==> src/rtl/seq_arith_unit.sv <==
// Multi-cycle arithmetic unit: ADD with carry, SUB with borrow, unsigned MAX, NORM (left-align to MSB).
// Latency: done one cycle after the accept edge; nonzero NORM takes one extra cycle per leading zero.
// Backpressure: no queuing. start is ignored while busy and in the done cycle; the caller must retry.
//
// Ports: clk, reset (async active-low); command start/op/data_a/data_b/c_in;
//        status busy, done (1-cycle pulse); registered results result/c_out/zero/shift_cnt.
// Optional build macro SEQ_ARITH_SAT_EN: ADD saturates to all-ones on carry, SUB saturates to 0 on borrow.
module seq_arith_unit #(
  parameter int WIDTH = 8,
  parameter int CNT_W = 4
) (
  input  logic             clk,
  input  logic             reset,
  input  logic             start,
  input  logic [1:0]       op,
  input  logic [WIDTH-1:0] data_a,
  input  logic [WIDTH-1:0] data_b,
  input  logic             c_in,
  output logic             busy,
  output logic             done,
  output logic [WIDTH-1:0] result,
  output logic             c_out,
  output logic             zero,
  output logic [CNT_W-1:0] shift_cnt
);

  localparam logic [1:0] OP_ADD  = 2'b00;
  localparam logic [1:0] OP_SUB  = 2'b01;
  localparam logic [1:0] OP_MAX  = 2'b10;
  localparam logic [1:0] OP_NORM = 2'b11;

  typedef enum logic [1:0] {
    IDLE = 2'b00,
    EXEC = 2'b01,
    NORM = 2'b10
  } state_t;

  state_t           state, state_n;
  logic [1:0]       op_q;
  logic [WIDTH-1:0] a_q, b_q;      // a_q doubles as the NORM shift register
  logic             c_q;
  logic [CNT_W-1:0] cnt_q;

  logic             accept, fin, shift_en;
  logic [WIDTH-1:0] res_n;
  logic             cout_n;
  logic [CNT_W-1:0] cnt_n;
  logic [WIDTH:0]   sum, diff;

  // done is checked so a start coinciding with the completion pulse is dropped.
  assign accept = (state == IDLE) && start && !done;
  assign busy   = (state != IDLE);

  // One extra bit holds the carry (ADD) or the borrow (SUB, wraps to 1 when negative).
  assign sum  = {1'b0, a_q} + {1'b0, b_q} + {{WIDTH{1'b0}}, c_q};
  assign diff = {1'b0, a_q} - {1'b0, b_q} - {{WIDTH{1'b0}}, c_q};

  always_ff @(posedge clk or negedge reset) begin
    if (!reset) state <= IDLE;
    else        state <= state_n;
  end

  always_comb begin
    state_n  = state;
    fin      = 1'b0;
    shift_en = 1'b0;
    res_n    = result;
    cout_n   = 1'b0;
    cnt_n    = '0;
    case (state)
      IDLE: begin
        if (accept) state_n = EXEC;
      end
      EXEC: begin
        case (op_q)
          OP_ADD: begin
            fin    = 1'b1;
            cout_n = sum[WIDTH];
`ifdef SEQ_ARITH_SAT_EN
            res_n  = sum[WIDTH] ? {WIDTH{1'b1}} : sum[WIDTH-1:0];
`else
            res_n  = sum[WIDTH-1:0];
`endif
          end
          OP_SUB: begin
            fin    = 1'b1;
            cout_n = diff[WIDTH];
`ifdef SEQ_ARITH_SAT_EN
            res_n  = diff[WIDTH] ? {WIDTH{1'b0}} : diff[WIDTH-1:0];
`else
            res_n  = diff[WIDTH-1:0];
`endif
          end
          OP_MAX: begin
            fin   = 1'b1;
            res_n = (a_q >= b_q) ? a_q : b_q;
          end
          OP_NORM: begin
            if (a_q == '0) begin
              fin   = 1'b1;
              res_n = '0;
            end else if (a_q[WIDTH-1]) begin
              fin   = 1'b1;
              res_n = a_q;
            end else begin
              // First shift happens on the way into NORM, so k zeros finish k cycles later.
              state_n  = NORM;
              shift_en = 1'b1;
            end
          end
          default: fin = 1'b1;
        endcase
      end
      NORM: begin
        if (a_q[WIDTH-1]) begin
          fin   = 1'b1;
          res_n = a_q;
          cnt_n = cnt_q;
        end else begin
          shift_en = 1'b1;
        end
      end
      default: state_n = IDLE;
    endcase
    if (fin) state_n = IDLE;
  end

  always_ff @(posedge clk or negedge reset) begin
    if (!reset) begin
      op_q      <= OP_ADD;
      a_q       <= '0;
      b_q       <= '0;
      c_q       <= 1'b0;
      cnt_q     <= '0;
      done      <= 1'b0;
      result    <= '0;
      c_out     <= 1'b0;
      zero      <= 1'b0;
      shift_cnt <= '0;
    end else begin
      done <= fin;
      if (accept) begin
        op_q  <= op;
        a_q   <= data_a;
        b_q   <= data_b;
        c_q   <= c_in;
        cnt_q <= '0;
      end else if (shift_en) begin
        a_q   <= a_q << 1;
        cnt_q <= cnt_q + CNT_W'(1);
      end
      if (fin) begin
        result    <= res_n;
        c_out     <= cout_n;
        zero      <= (res_n == '0);
        shift_cnt <= cnt_n;
      end
    end
  end

endmodule

==> config.mk <==
export PLATFORM = sky130hd
export DESIGN_NAME = seq_arith_unit
export DESIGN_NICKNAME = d
export VERILOG_FILES = /design/src/rtl/seq_arith_unit.sv
export SDC_FILE = /design/constraint.sdc
export NUM_CORES = 1
export LEC_CHECK = 0
export ABC_AREA = 0
export CORE_ASPECT_RATIO = 1.2
export CORE_UTILIZATION = 30
export CTS_CLUSTER_SIZE = 12
export DETAILED_ROUTE_END_ITERATION = 10
export GPL_TIMING_DRIVEN = 0
export PLACE_DENSITY = 0.48
export SYNTH_ARGS = -nofsm -noshare
export SYNTH_HDL_FRONTEND = slang
export SYNTH_SLANG_ARGS = --single-unit
==> constraint.sdc <==
create_clock -name clk -period 3.5 [get_ports clk]
set_input_delay 0.35 -clock clk [delete_from_list [all_inputs] [get_ports clk]]
set_output_delay 0.35 -clock clk [all_outputs]
set_load 0.005 [all_outputs]
Word-level counts from Yosys, hierarchy flattened. Index checks and enable logic that the tools add are counted. W data, S select, Z words.

$add $sub $neg: 5. Magnitude comparators: 1. Equality and inequality tests: 10. Multiplexer cells: 27. Reductions and logical operators: 11.

Operator list (number): $mux W8 (5); $pmux W8 S4 (1); $logic_not A8 Y1 (2); $mux W4 (4); $pmux W8 S2 (1); $ne A3 B3 Y1 const B (4); $mux W2 (5); $add A8 B8 Y9 (1); $add A9 B1 Y9 (1); $sub A8 B8 Y9 (1); $sub A9 B1 Y9 (1); $ge A8 B8 Y1 (1); $pmux W1 S2 (4); $eq A2 B2 Y1 const B (3); $mux W1 (6); $pmux W2 S3 (1); $reduce_and A5 Y1 (1); $add A4 B1 Y4 const B (1); $eq A2 B1 Y1 const B (2); $logic_not A2 Y1 (2); $reduce_bool A2 Y1 (2); $reduce_or A3 Y1 (1); $logic_and A1 B1 Y1 (2); $ne A2 B2 Y1 const B (1); $logic_not A1 Y1 (1).

Bits in registers: 40. Input bits: 22.

Depth between registers and ports, before layout.
Depth in word-level cells: 6. Mapped depth: 12.

Worst setup path before layout. OpenSTA, ideal clock, no wires.

Path kind: register to register. Start: register a_q[4]. End: register zero. Library setup time: 0.104 ns. Data arrival time: 2.871 ns. Required time: 3.396 ns. Setup slack: 0.525 ns. Cell stages (with the launch flop): 12. Buffers on the path: 0. Clock period less this slack: 2.975 ns. Path through: dfrtp_1 -> inv_1 -> ha_1 -> inv_2 -> ha_1 -> a2111o_1 -> o21ai_0 -> xor2_1 -> a21oi_1 -> o221a_1 -> o32a_1 -> o41ai_2.

Longest elaborated chain between the ends: 5. Elaborated cells between the ends (all ways): 15.

Ends and longest elaborated chain: start: declaration (RTL line 40) `logic [WIDTH-1:0] a_q, b_q;`; start signal: assignment (RTL line 144) `a_q <= data_a;`; start signal: assignment (RTL line 149) `a_q <= a_q << 1;`; $sub A8 B8 Y9, or another cell as far along (RTL line 56) `assign diff = {1'b0, a_q} - {1'b0, b_q} - {{WIDTH{1'b0}}, c_q};`; $sub A9 B1 Y9, or another cell as far along (RTL line 56); $pmux W8 S4 (RTL line 75) `case (op_q)`; $pmux W8 S2 (RTL line 70) `case (state)`; $logic_not A8 Y1 (RTL line 155) `zero <= (res_n == '0);`; end signal: assignment (RTL line 155); end: declaration (RTL line 23) `output logic zero,`.

Parallel ways exist; a longest one is shown, timed or not. A chain may end at the register's enable or synchronous reset.

Worst setup path in the final report. Same ends and word-level chain as after synthesis.

==> results.txt <==
* Result of the run: finished clean
- Sequential area share after synthesis: 32.3%
- After detailed routing, the number of remaining DRC violations is 0.
* Number of DRC violations after detailed-routing iteration 0: 96
- Vias: 2678
* Met3 Track Usage GR: 2.42%
* Pin count of the biggest net entering global routing: 38
* WL per Instance: 16.8 um
- At the end of routability-driven placement, the weighted congestion stood at 0.868.
- After Yosys synthesis, XOR and XNOR cells account for 3.95% of the synthesized area.
- The global routing stage identified its most utilized layer as met2.
- The routed design has 8.87 mm of wire.
- Deepest level of the CTS H-tree: 2
- Startpoint-to-endpoint class of the critical path: flop to flop
- The clock reaches the later pin of the worst-skew pair after 0.28 ns.
- No sink is reached through more buffers than the 2 on the longest clock path.
- Synthesized area: 0.00310 mm2
- R2R Setup Slk: 0.13 ns
- In the routed layout, each cell is associated on average with a via count of 5.06.
- DIE WIDTH: 94.8 um
- Global-route met1 utilization: 24.3%
- Worst r2r src: a_q[4]
- Share of synthesized cell area in full adder, half adder and majority cells: 15.9%
- The cell that appears most often on the critical path is sky130_fd_sc_hd__ha_1.
- At the pin with the least slew margin, the transition time is 0.944 ns.
- Number of nets still failing antenna checks after routing: 0
* Library cell used as clock root buffer: sky130_fd_sc_hd__clkbuf_16
- The most used flip-flop cell after synthesis is sky130_fd_sc_hd__dfrtp_1.
- The worst setup path is captured at a flop.
- In this run the vertical extent of the chip is 113 um.
* Number of buffers created by CTS: 5
- Vias in the first global route: 2863
* Worst path depth: 11
* Number of buffer and inverter instances along the worst setup path: 2
- The synthesized netlist contains 52 unique library cells.
* RSZ-0062 raised after global routing: no
- The die covers 0.0107 mm2.
- The worst path uses 96.3% of the clock period.
- TritonCTS built the clock tree.
- Subtracting the final worst setup slack from the clock period gives 3.37 ns.
* Clock-pin slew reported for the worst setup and hold paths after clock tree synthesis: 0.06 ns
* Area contributors post-synth: sky130_fd_sc_hd__dfrtp_1 32%, sky130_fd_sc_hd__ha_1 13%, sky130_fd_sc_hd__o21ai_0 5.2%
- Dominant combinational cell family by area after synthesis: compound AO/OA/AOI/OAI gates
- Worst-case setup margin in the final layout: 0.130 ns
- Final Max Slew Viols: 0
- The hold violation total from the final report is 0.
- Worst-case clock skew: 0.00327 ns
- Counting flops with a built-in enable in the synthesized netlist gives 0.
- Max Clk Rate: 297 MHz
* Net total in the final layout: 462
- Launch point of the worst path: a_q[4]
- On the worst path, the slowest cell contributes a delay of 0.48 ns.
- Clock tree synthesis found a total of 40 sinks.
* Series of cell instances along the critical path: inv_1, ha_1, inv_2, ha_1, a2111o_1, o21ai_1, xor2_1, a21oi_1, o221a_1, o32a_1, o41ai_2
* Synthesis-to-layout area growth: 22.5%
* Compound-gate portion of the synthesized area: 22.9%
* Crit Reg-Reg Endpoint: zero
* Effective utilization at floorplan: 31.0%
* Number of cells traversed by the worst register-to-register path: 11
- In this run the tightest slew margin relative to its limit is 35.4%.
- The path class of the tightest hold or removal check is primary input to asynchronous set/reset pin.
- Cells fill 38.0% of the core in the end.
- Post-synthesis area per instance: 8.68 um2
* N_diodes: 0
- Global routing used 18.3% of the available tracks across all layers.
* CP startpoint kind: flop
- Arrival time of the worst setup path: 3.55 ns
* Number of nets produced by synthesis: 416
- Setup TNS: 0 ns
* Number of maximum-capacitance constraint violations: 0
- Multi-input gate area in the final layout: 0.00191 mm2
* Number of warning messages in the yosys log: 0
- Total congestion overflow after global routing: 0
* Fillcell total: 1060
- Of all flip-flops after synthesis, the portion carrying an async set or reset was 100%.
- First-pass GRT wire length: 14.9 mm
- Total area of sequential cells: 0.00100 mm2
* Core Box Area: 0.0100 mm2
- Synth Area in Simple Gates: 13.1%
- Share of cells above drive strength 1: 6.45%
- Input and output buffers added on the ports amount to 37.
- Detailed placement ended at an HPWL of 7.11 mm.
- Required @ worst endpoint: 3.68 ns
* Final setup fails: 0
- At the placement stage, the worst setup path has a slack of -0.0299 ns.
- Fraction of synthesized area in multiplexers: 5.61%
- Cell type with the largest total area after synthesis: sky130_fd_sc_hd__dfrtp_1
* Number of placement rows: 40
* Flop and latch count out of synthesis: 40
- CP Max Fanout: 7
- The cell family contributing the most delay on the critical path is compound AO/OA/AOI/OAI gates.
- Count of boundary I/O pins: 38
- Slowest-stage cell, CP: sky130_fd_sc_hd__dfrtp_2
- The share of synthesized area in the top cell type comes to 32.3%.
* Syn Inst Count: 357
* Antenna violations before repair: 0
- The critical path ends at zero.
* Pre-antenna DRT Iters: 4
* Worst hold slack across all endpoints: 0.407 ns
* Routing usage on met2: 29.9%
==> sequential cells by signal, indices dropped and copies added (netlist names) <==
signal and cells:
a_q 8, b_q 8, done 1, shift_cnt 4
c_out 1, c_q 1, zero 1, state 2
result 8, op_q 2, cnt_q 4
==> routing by layer <==
metal  vias to the layer above  wire length [um]
met3                        18               254
met5                         -                 0
met4                         0               266
li1                       1332                 -
met2                        49              4280
met1                      1279              4070
==> worst min-delay path by stage <==
stage	to	slack (ns)	depth (start not counted)
floorplan	a_q[0]	0.05	0
global placement	c_out	0.47	2
detailed placement	result[6]	0.17	1
CTS	result[6]	0.41	2
global route	result[6]	0.43	2
finish	result[7]	0.41	2
==> cells by family (layout without fill, tap and decap cells) <==
| group | Yosys count | count (layout) |
|---|---|---|
| AO/OA/AOI/OAI | 106 | 106 |
| AND/OR/NAND/NOR | 92 | 92 |
| XOR/XNOR | 14 | 14 |
| buffers and inverters | 51 | 97 |
| multiplexers | 17 | 17 |
| adder cells (fa/ha/maj) | 37 | 37 |
| flip-flops | 40 | 40 |
==> repair_timing <==
action | in CTS | in global routing
hold buffers | 1 | 0
hold endpoints to repair | 3 | 0
pin swaps | 0 | 0
resized for setup | 1 | 4
setup buffers | 0 | 0
setup endpoints to repair | 1 | 1
==> cells in the final DEF, fill, tap and decap left out, drive strengths merged, types with 3 or more instances in the layout <==
cell	count
o221ai	3
nand2b	3
mux2i	14
nand2	39
o21ai	32
nor2	29
nor4	3
dfrtp	40
a21o	3
clkdlybuf4s50	36
xnor2	9
a22o	4
buf	4
xor2	5
nor3	4
fa	4
nor2b	3
a21oi	28
ha	33
inv	36
clkbuf	18
o31ai	3
o211ai	5
mux2	3
a31oi	3
==> metrics by stage <==
step	area, um2	std cells
floorplan	3100	357
global placement	3630	520
detailed placement	3640	521
CTS	3790	529
global route	3800	529
finish	3800	529
==> Yosys cell counts (all sizes together) (2+ instances only) <==
master   instances
dfrtp           40
nand2           39
inv             36
ha              33
o21ai           32
nor2            29
a21oi           28
mux2i           14
clkbuf          12
xnor2            9
o211ai           5
xor2             5
a22o             4
fa               4
nor3             4
a21o             3
a31oi            3
mux2             3
nand2b           3
nor2b            3
nor4             3
o221ai           3
o31ai            3
a2111o           2
a2111oi          2
a211oi           2
a221oi           2
buf              2
nand3            2
nor3b            2
o21a             2
o21bai           2
o22a             2
o32a             2
o41ai            2
or2              2
==> area by class of cell <==
| type | count | share of cell area, % |
|---|---|---|
| clock inverters | 1 | 0.132 |
| repair buffers | 39 | 10.4 |
| clock buffers | 6 | 3.39 |
| well taps | 126 | 4.15 |
| plain buffers | 14 | 1.45 |
| flip-flops and latches | 40 | 26.4 |
| inverters | 37 | 3.66 |
| multi-input cells | 266 | 50.4 |
==> worst reg2reg max path, cell delays in order (launching register included) <==
cell and delay, ns:
sky130_fd_sc_hd__dfrtp_2 0.48, sky130_fd_sc_hd__inv_1 0.12, sky130_fd_sc_hd__ha_1 0.39, sky130_fd_sc_hd__inv_2 0.08, sky130_fd_sc_hd__ha_1 0.38, sky130_fd_sc_hd__a2111o_1 0.40
sky130_fd_sc_hd__o21ai_1 0.21, sky130_fd_sc_hd__xor2_1 0.18, sky130_fd_sc_hd__a21oi_1 0.09, sky130_fd_sc_hd__o221a_1 0.29, sky130_fd_sc_hd__o32a_1 0.35, sky130_fd_sc_hd__o41ai_2 0.31
Power is not shown: default switching activity piles up to over one toggle a cycle in this logic, so the estimate is an artifact.
